$ cat src/rtl/cpu_step_ctrl.sv
// cpu_step_ctrl
// Turns the slow divided clock into a one-clk-wide CPU advance pulse.
// In free-run mode every rising edge of the divided clock (a "tick") yields
// one pulse. In single-step mode a debounced button press arms the block and
// the next tick yields exactly one pulse. A halt request parks the block in
// HALTED until reset. Everything runs on the fast board clock.
//
// Ports:
//   clk        board clock, sole clock domain
//   reset      synchronous, active-high reset
//   clk_div    divided clock level, sampled as data
//   run_mode   1 = free-run, 0 = single-step (synchronous level)
//   step_btn   raw asynchronous bouncing push-button, active high
//   halt       CPU halt request (synchronous level)
//   cpu_en     registered one-cycle CPU advance pulse
//   running    high while in RUN
//   halted     high while in HALTED
//   step_count number of cpu_en pulses issued (only with CPU_STEP_COUNT_EN)
//
// Optional feature macro: CPU_STEP_COUNT_EN adds the step_count port and its
// 32-bit wrapping counter.

module cpu_step_ctrl #(
  parameter int DEBOUNCE_CYCLES = 16,
  parameter int DB_CNT_W        = 20
) (
  input  logic        clk,
  input  logic        reset,
  input  logic        clk_div,
  input  logic        run_mode,
  input  logic        step_btn,
  input  logic        halt,
  output logic        cpu_en,
  output logic        running,
  output logic        halted
`ifdef CPU_STEP_COUNT_EN
  ,
  output logic [31:0] step_count
`endif
);

  typedef enum logic [1:0] {
    StStopped = 2'd0,
    StRun     = 2'd1,
    StHalted  = 2'd2
  } state_t;

  localparam logic [DB_CNT_W-1:0] DbLast = DB_CNT_W'(DEBOUNCE_CYCLES - 1);

  logic                div_q;
  logic [1:0]          sync_q;
  logic                dbLevel_q, dbLevel_d;
  logic                dbPrev_q;
  logic [DB_CNT_W-1:0] dbCnt_q, dbCnt_d;
  logic                pending_q, pending_d;
  state_t              state_q, state_d;
  logic                cpuEn_q, cpuEn_d;
  logic                running_q, halted_q;
  logic                tick, press, syncOut;

  assign tick    = clk_div & ~div_q;
  assign syncOut = sync_q[1];
  assign press   = dbLevel_q & ~dbPrev_q;

  // Debounce: the synchronized level must disagree with the accepted level
  // for DEBOUNCE_CYCLES consecutive cycles before it is accepted; any cycle
  // of agreement restarts the count from zero.
  always_comb begin
    dbLevel_d = dbLevel_q;
    dbCnt_d   = '0;
    if (syncOut != dbLevel_q) begin
      if (dbCnt_q == DbLast) begin
        dbLevel_d = ~dbLevel_q;
      end else begin
        dbCnt_d = dbCnt_q + DB_CNT_W'(1);
      end
    end
  end

  // Next-state logic. Priority is halt, then a run_mode change, then
  // tick/press, so a tick coinciding with halt or a mode change is swallowed.
  // A press that arrives while a step is already armed is dropped.
  always_comb begin
    state_d   = state_q;
    pending_d = pending_q;
    cpuEn_d   = 1'b0;
    case (state_q)
      StStopped: begin
        if (halt) begin
          state_d   = StHalted;
          pending_d = 1'b0;
        end else if (run_mode) begin
          state_d   = StRun;
          pending_d = 1'b0;
        end else if (tick && pending_q) begin
          cpuEn_d   = 1'b1;
          pending_d = 1'b0;
        end else if (press) begin
          pending_d = 1'b1;
        end
      end
      StRun: begin
        if (halt) begin
          state_d   = StHalted;
          pending_d = 1'b0;
        end else if (!run_mode) begin
          state_d   = StStopped;
          pending_d = 1'b0;
        end else if (tick) begin
          cpuEn_d = 1'b1;
        end
      end
      StHalted: begin
        state_d   = StHalted;
        pending_d = 1'b0;
      end
      default: begin
        state_d   = StStopped;
        pending_d = 1'b0;
      end
    endcase
  end

  // State, button path and registered outputs. The status outputs are loaded
  // from the next state so they always agree with the current state register.
  always_ff @(posedge clk) begin
    if (reset) begin
      div_q     <= 1'b0;
      sync_q    <= 2'b00;
      dbLevel_q <= 1'b0;
      dbPrev_q  <= 1'b0;
      dbCnt_q   <= '0;
      pending_q <= 1'b0;
      state_q   <= StStopped;
      cpuEn_q   <= 1'b0;
      running_q <= 1'b0;
      halted_q  <= 1'b0;
    end else begin
      div_q     <= clk_div;
      sync_q    <= {sync_q[0], step_btn};
      dbLevel_q <= dbLevel_d;
      dbPrev_q  <= dbLevel_q;
      dbCnt_q   <= dbCnt_d;
      pending_q <= pending_d;
      state_q   <= state_d;
      cpuEn_q   <= cpuEn_d;
      running_q <= (state_d == StRun);
      halted_q  <= (state_d == StHalted);
    end
  end

  assign cpu_en  = cpuEn_q;
  assign running = running_q;
  assign halted  = halted_q;

`ifdef CPU_STEP_COUNT_EN
  logic [31:0] stepCount_q;

  // Counts issued pulses; wraps naturally at 32 bits and holds in HALTED
  // because no pulses are issued there.
  always_ff @(posedge clk) begin
    if (reset) begin
      stepCount_q <= '0;
    end else if (cpuEn_q) begin
      stepCount_q <= stepCount_q + 32'd1;
    end
  end

  assign step_count = stepCount_q;
`endif

endmodule

$ cat config.mk
export PLATFORM = sky130hd
export DESIGN_NAME = cpu_step_ctrl
export DESIGN_NICKNAME = d
export VERILOG_FILES = /design/src/rtl/cpu_step_ctrl.sv
export SDC_FILE = /design/constraint.sdc
export NUM_CORES = 1
export LEC_CHECK = 0
export ABC_AREA = 1
export CAP_MARGIN = 30
export CORE_AREA = 2 2 64 66
export DETAILED_ROUTE_END_ITERATION = 10
export DIE_AREA = 0 0 66 68
export PLACE_DENSITY = 0.57
export SLEW_MARGIN = 20
export SYNTH_ARGS = -nofsm -noshare
export SYNTH_HDL_FRONTEND = slang
export SYNTH_SLANG_ARGS = --single-unit
export TNS_END_PERCENT = 100
$ cat constraint.sdc
create_clock -name clk -period 1.8 [get_ports clk]
set_input_delay 0.27 -clock clk [delete_from_list [all_inputs] [get_ports clk]]
set_output_delay 0.27 -clock clk [all_outputs]
set_load 0.02 [all_outputs]
**Word level (Yosys, flattened, before mapping)**

Cells that the tools add are included.

- $add $sub $neg: 1
- Equal/unequal tests: 8
- Muxes and demuxes: 19
- Bitwise operators: 6
- Reductions and logical operators: 5

Operators with widths:

| operator | count |
|---|---|
| adder 20 x 1 -> 20 bit (second input constant) | 1 |
| == test 20 x 4 -> 1 bit (second input constant) | 1 |
| two-way mux 1 bit | 12 |
| two-way mux 2 bit | 4 |
| one-hot mux 2 bit (3 select lines) | 1 |
| != test 5 bit (second input constant) | 1 |
| == test 2 x 1 -> 1 bit (second input constant) | 2 |
| == test 2 bit (second input constant) | 2 |
| NOT 1 bit | 4 |
| one-hot mux 1 bit (2 select lines) | 2 |
| AND reduction 2 bit | 2 |
| != test 3 bit (second input constant) | 1 |
| OR reduction 3 bit | 1 |
| AND 1 bit | 2 |
| zero test 2 bit | 1 |
| logical AND 1 bit | 1 |
| != test 1 bit | 1 |

- Bits in registers: 31
- Input port bits: 6
- Output and inout bits: 3

**Logic depth before layout (Yosys ltp)**

- Depth in word-level cells: 7
- Depth in mapped cells: 7
- Mapped depth without buffers: 7

**Worst setup path after synthesis**

OpenSTA, ideal clock, no wires.

- Path type: reg2reg
- Start: register dbCnt_q[0]
- End: register dbCnt_q[15]
- Library setup time: 122 ps
- Data arrival time: 1255 ps
- Path slack: 423 ps
- Stages on the path, launching flop included: 8
- Buffers on the path: 1
- Clock period less this slack: 1377 ps
- Cell sequence: dfxtp_1 -> ha_1 -> nand3_2 -> nor2_1 -> nand3_1 -> nand2_2 -> buf_6 -> a21oi_1

- Longest elaborated chain between the ends: 2

RTL lines:

| element | RTL line | text |
|---|---|---|
| start: declaration | 54 | `logic [DB_CNT_W-1:0] dbCnt_q, dbCnt_d;` |
| start signal: assignment | 143 | `dbCnt_q <= dbCnt_d;` |
| branches (longest 2 deep; another with adder 20 x 1 -> 20 bit) | n/a |  |

Several ways; the timed one is not identified.
A chain may end at the register's enable or synchronous reset.

**Worst setup path after layout**

- Start: register dbCnt_q[1]
- End: register dbCnt_q[13]

Same word-level chain as after synthesis.

==> results.md <==
- Routed wire length: 2.893 mm
- Yosys top cell area share: 0.4254
- DIE AREA: 0.004488 sq mm
- Antenna violations before repair: 0
- Count of state elements after synthesis: 31
- CP cell instances: ha_1 > nand3_2 > nor2_1 > nand3_1 > nand2_2 > nor2_1
- DR iter-0 viols: 71
- Share of layout cells above drive strength 1: 0.08000
- Hpwl dp: 2.127 mm
- Die W: 66 um
- Clk sinks: 31
- Area Growth Syn to Fin: 17.58%
- Ports: 9
- Rel. slew slack: 0.7415
- Die Height: 68 um
- Crit path kind: flip-flop to flip-flop
- Worst reg2reg path depth: 6
- Diode count: 0
- Max Freq: 671.8 MHz
- Worst reg2reg path endpoint: dbCnt_q[13]
- Worst hold path class: flip-flop to flip-flop
- Antenna-violating nets left: 0
- Core ar.: 0.003856 sq mm
- Synth area leaders: dfxtp_1 (43%), nor2_1 (13%), nand2_1 (11%)
- Sequential Power Share: 0.483
- CTS tree: yes
- Clock slew at reported path FFs: 70 ps
- Fin area: 0.001715 sq mm
- DRT met1 WL: 1.438 mm
- Final Net Count: 231
- CP max stage delay: 360 ps
- Synthesized area: 0.001459 sq mm
- Uppermost layer routed: met4
- Max_cap viols: 0
- Synth Warn #: 0
- H-tree lvl count: 2
- Cell taking the most area after synthesis: dfxtp_1
- Fin crit share: 0.8269
- Initial core utilization: 0.3783
- Sequential fraction of the synthesis area: 0.4254
- Reg2reg start: dbCnt_q[1]
- Setup Skew: 5.562 ps
- Clk_lat worst skew: 280 ps
- Num rows: 23
- Setup Fix Bufs, Post-CTS: 0
- Pwr Total: 1450 uW
- CP endpoint kind: flip-flop
- Total CTS buffers: 5
- Syn Nets: 216
- Met2 wire length: 1.277 mm
- Switching power total: 285.0 uW
- Slowest stage cell, crit path: dfxtp_1
- Cells after Synth: 209
- Pleak: 0.0005737 uW
- Post-CTS sizing: 0
- CTS root buf: clkbuf_8
- Via-per-instance ratio: 4.651
- Clk buf depth: 2
- Outcome: complete, no violations
- Critical path endpoint: dbCnt_q[13]
- Startpoint types: flip-flop
- IO Port Bufs: 8
- Syn avg cell area: 6.980 sq um
- Distinct cells, synth: 21
- Routability cong.: 0.8494
- Fin util: 0.4448
- WHS Path Cells: 2
- Max Fanout on Critical Path: 20
- Vias: 1279
- FFs w/ async S/R, synth: 0
- Unrepaired setup endpoints after global routing: false
- Largest net degree at the start of global routing: 21
- Drt pass-1 iters: 4
- Hold_ws: 408.9 ps
- EDFF count, synth: 0
- Hold-fix buffers, CTS: 0
- Tot GR Track Use: 0.1435
- Comb pwr share: 0.033
- First-pass GRT wire length: 4.885 mm
- Fin. max-slew vios: 0
- Required @ worst endpoint: 1960 ps
- Commonest register cell after synthesis: dfxtp_1
- Worst-Margin Slew: 386.4 ps
- DR DRC count: 0
- Commonest cells in the netlist: nor2_1 (51), nand2_1 (42), dfxtp_1 (31)
- Final hold vios: 0
- GRT overflow: 0
- Count leader, synth: nor2_1
- CP Launch Point: dbCnt_q[1]
- Worst reg-to-reg setup slack: 310 ps
- Period minus WS final: 1488 ps
- Sw frac: 0.1966
- Avg WL per Cell: 10.52 um
- Max VDD drop: 0.4681 mV
- Placed inst area: 0.001598 sq mm
- Final setup viols: 0
- Final TNS setup: 0 ps
- Clock power frac: 0.485
- Number of global-route vias before repair: 1157
- Cell Int Power: 1165 uW
- Met3 Routed Length: 126 um
- Critical Path AT: 1650 ps
- Power density cells: 845.3 mW/mm^2
- CP dominant cell by count: nor2_1
-- per-stage QoR --
step                      cells  setup slack [ps]
after CTS                   275             283.6
final                       275             311.5
after detailed placement    267             257.2
after global routing        275             110.8
after global placement      267             274.0
after floorplan             209             423.3
-- worst max-delay path, delay by kind of cell (launching register included) --
kind          cells  cell delay, ps
flops             1             360
fa+ha+maj         1             260
simple gates      5             760
-- metal layers --
| layer | vias up | track usage |
|---|---|---|
| met2 | 24 | 0.2361 |
| met3 | 6 | 0.04770 |
| met1 | 552 | 0.1692 |
| met4 | 0 | 0.06888 |
| li1 | 697 | - |
| met5 | - | 0 |
-- cells by family (layout without fill, tap and decap cells) --
family,Yosys count,count (layout),synth area share
and+or+nand+nor,124,124,0.3645
DFF,31,31,0.4254
buffers and inverters,25,41,0.07461
AOI/OAI and AO/OA,18,18,0.06689
xor gates and xnor gates,10,10,0.06004
adders and majority gates,1,1,0.008575
-- power groups by stage --
stage / Sequential [uW] / Combinational, uW / Clock (uW)
3_5_place_dp: 715 / 47.6 / 0
4_1_cts: 700 / 47.8 / 726
2_1_floorplan: 718 / 22.2 / 0
5_1_grt: 701 / 52.7 / 750
6_report: 700 / 47.3 / 703
3_3_place_gp: 716 / 47.4 / 0
-- state kept, by name, summed over array words and instances (netlist names) --
name and flops:
dbLevel_q 1, dbCnt_q 20, dbPrev_q 1, pending_q 1, cpu_en 1, sync_q 2
div_q 1, running 1, state_q 2, halted 1
-- worst min path at each step --
stage | startpoint | to | slack (ps)
floorplan | halt | running | 350
CTS | sync_q[0] | sync_q[1] | 410
global placement | sync_q[0] | sync_q[1] | 390
detailed placement | sync_q[0] | sync_q[1] | 400
global route | sync_q[0] | sync_q[1] | 430
finish | sync_q[0] | sync_q[1] | 410
-- cell usage in the layout, fill, tap and decap left out --
master | netlist | routed
nor2_2 | 1 | 1
clkinv_2 | 0 | 1
buf_4 | 0 | 3
nand2_2 | 2 | 2
ha_1 | 1 | 1
nor2_4 | 1 | 1
nor3_1 | 2 | 2
inv_1 | 21 | 21
nor4_1 | 2 | 2
xnor2_1 | 3 | 3
a21oi_1 | 12 | 12
xor2_1 | 7 | 7
clkbuf_8 | 0 | 6
o21ai_0 | 3 | 3
clkdlybuf4s50_1 | 0 | 8
a211oi_1 | 3 | 3
nand3_1 | 17 | 17
bufinv_16 | 0 | 1
nand2_1 | 42 | 42
inv_2 | 1 | 1
nor2_1 | 51 | 51
nand4_1 | 4 | 4
dfxtp_1 | 31 | 31
nand3_2 | 2 | 2
-- cell type report --
class | count | area, sq um
inverters | 22 | 82.58
flip-flops and latches | 31 | 620.6
multi-input cells | 153 | 729.5
clock inverters | 2 | 35.03
fillers | 420 | 2141
repair buffers | 11 | 102.6
clock buffers | 6 | 82.58
well taps | 50 | 62.56
(Power assumes the default switching activity.)
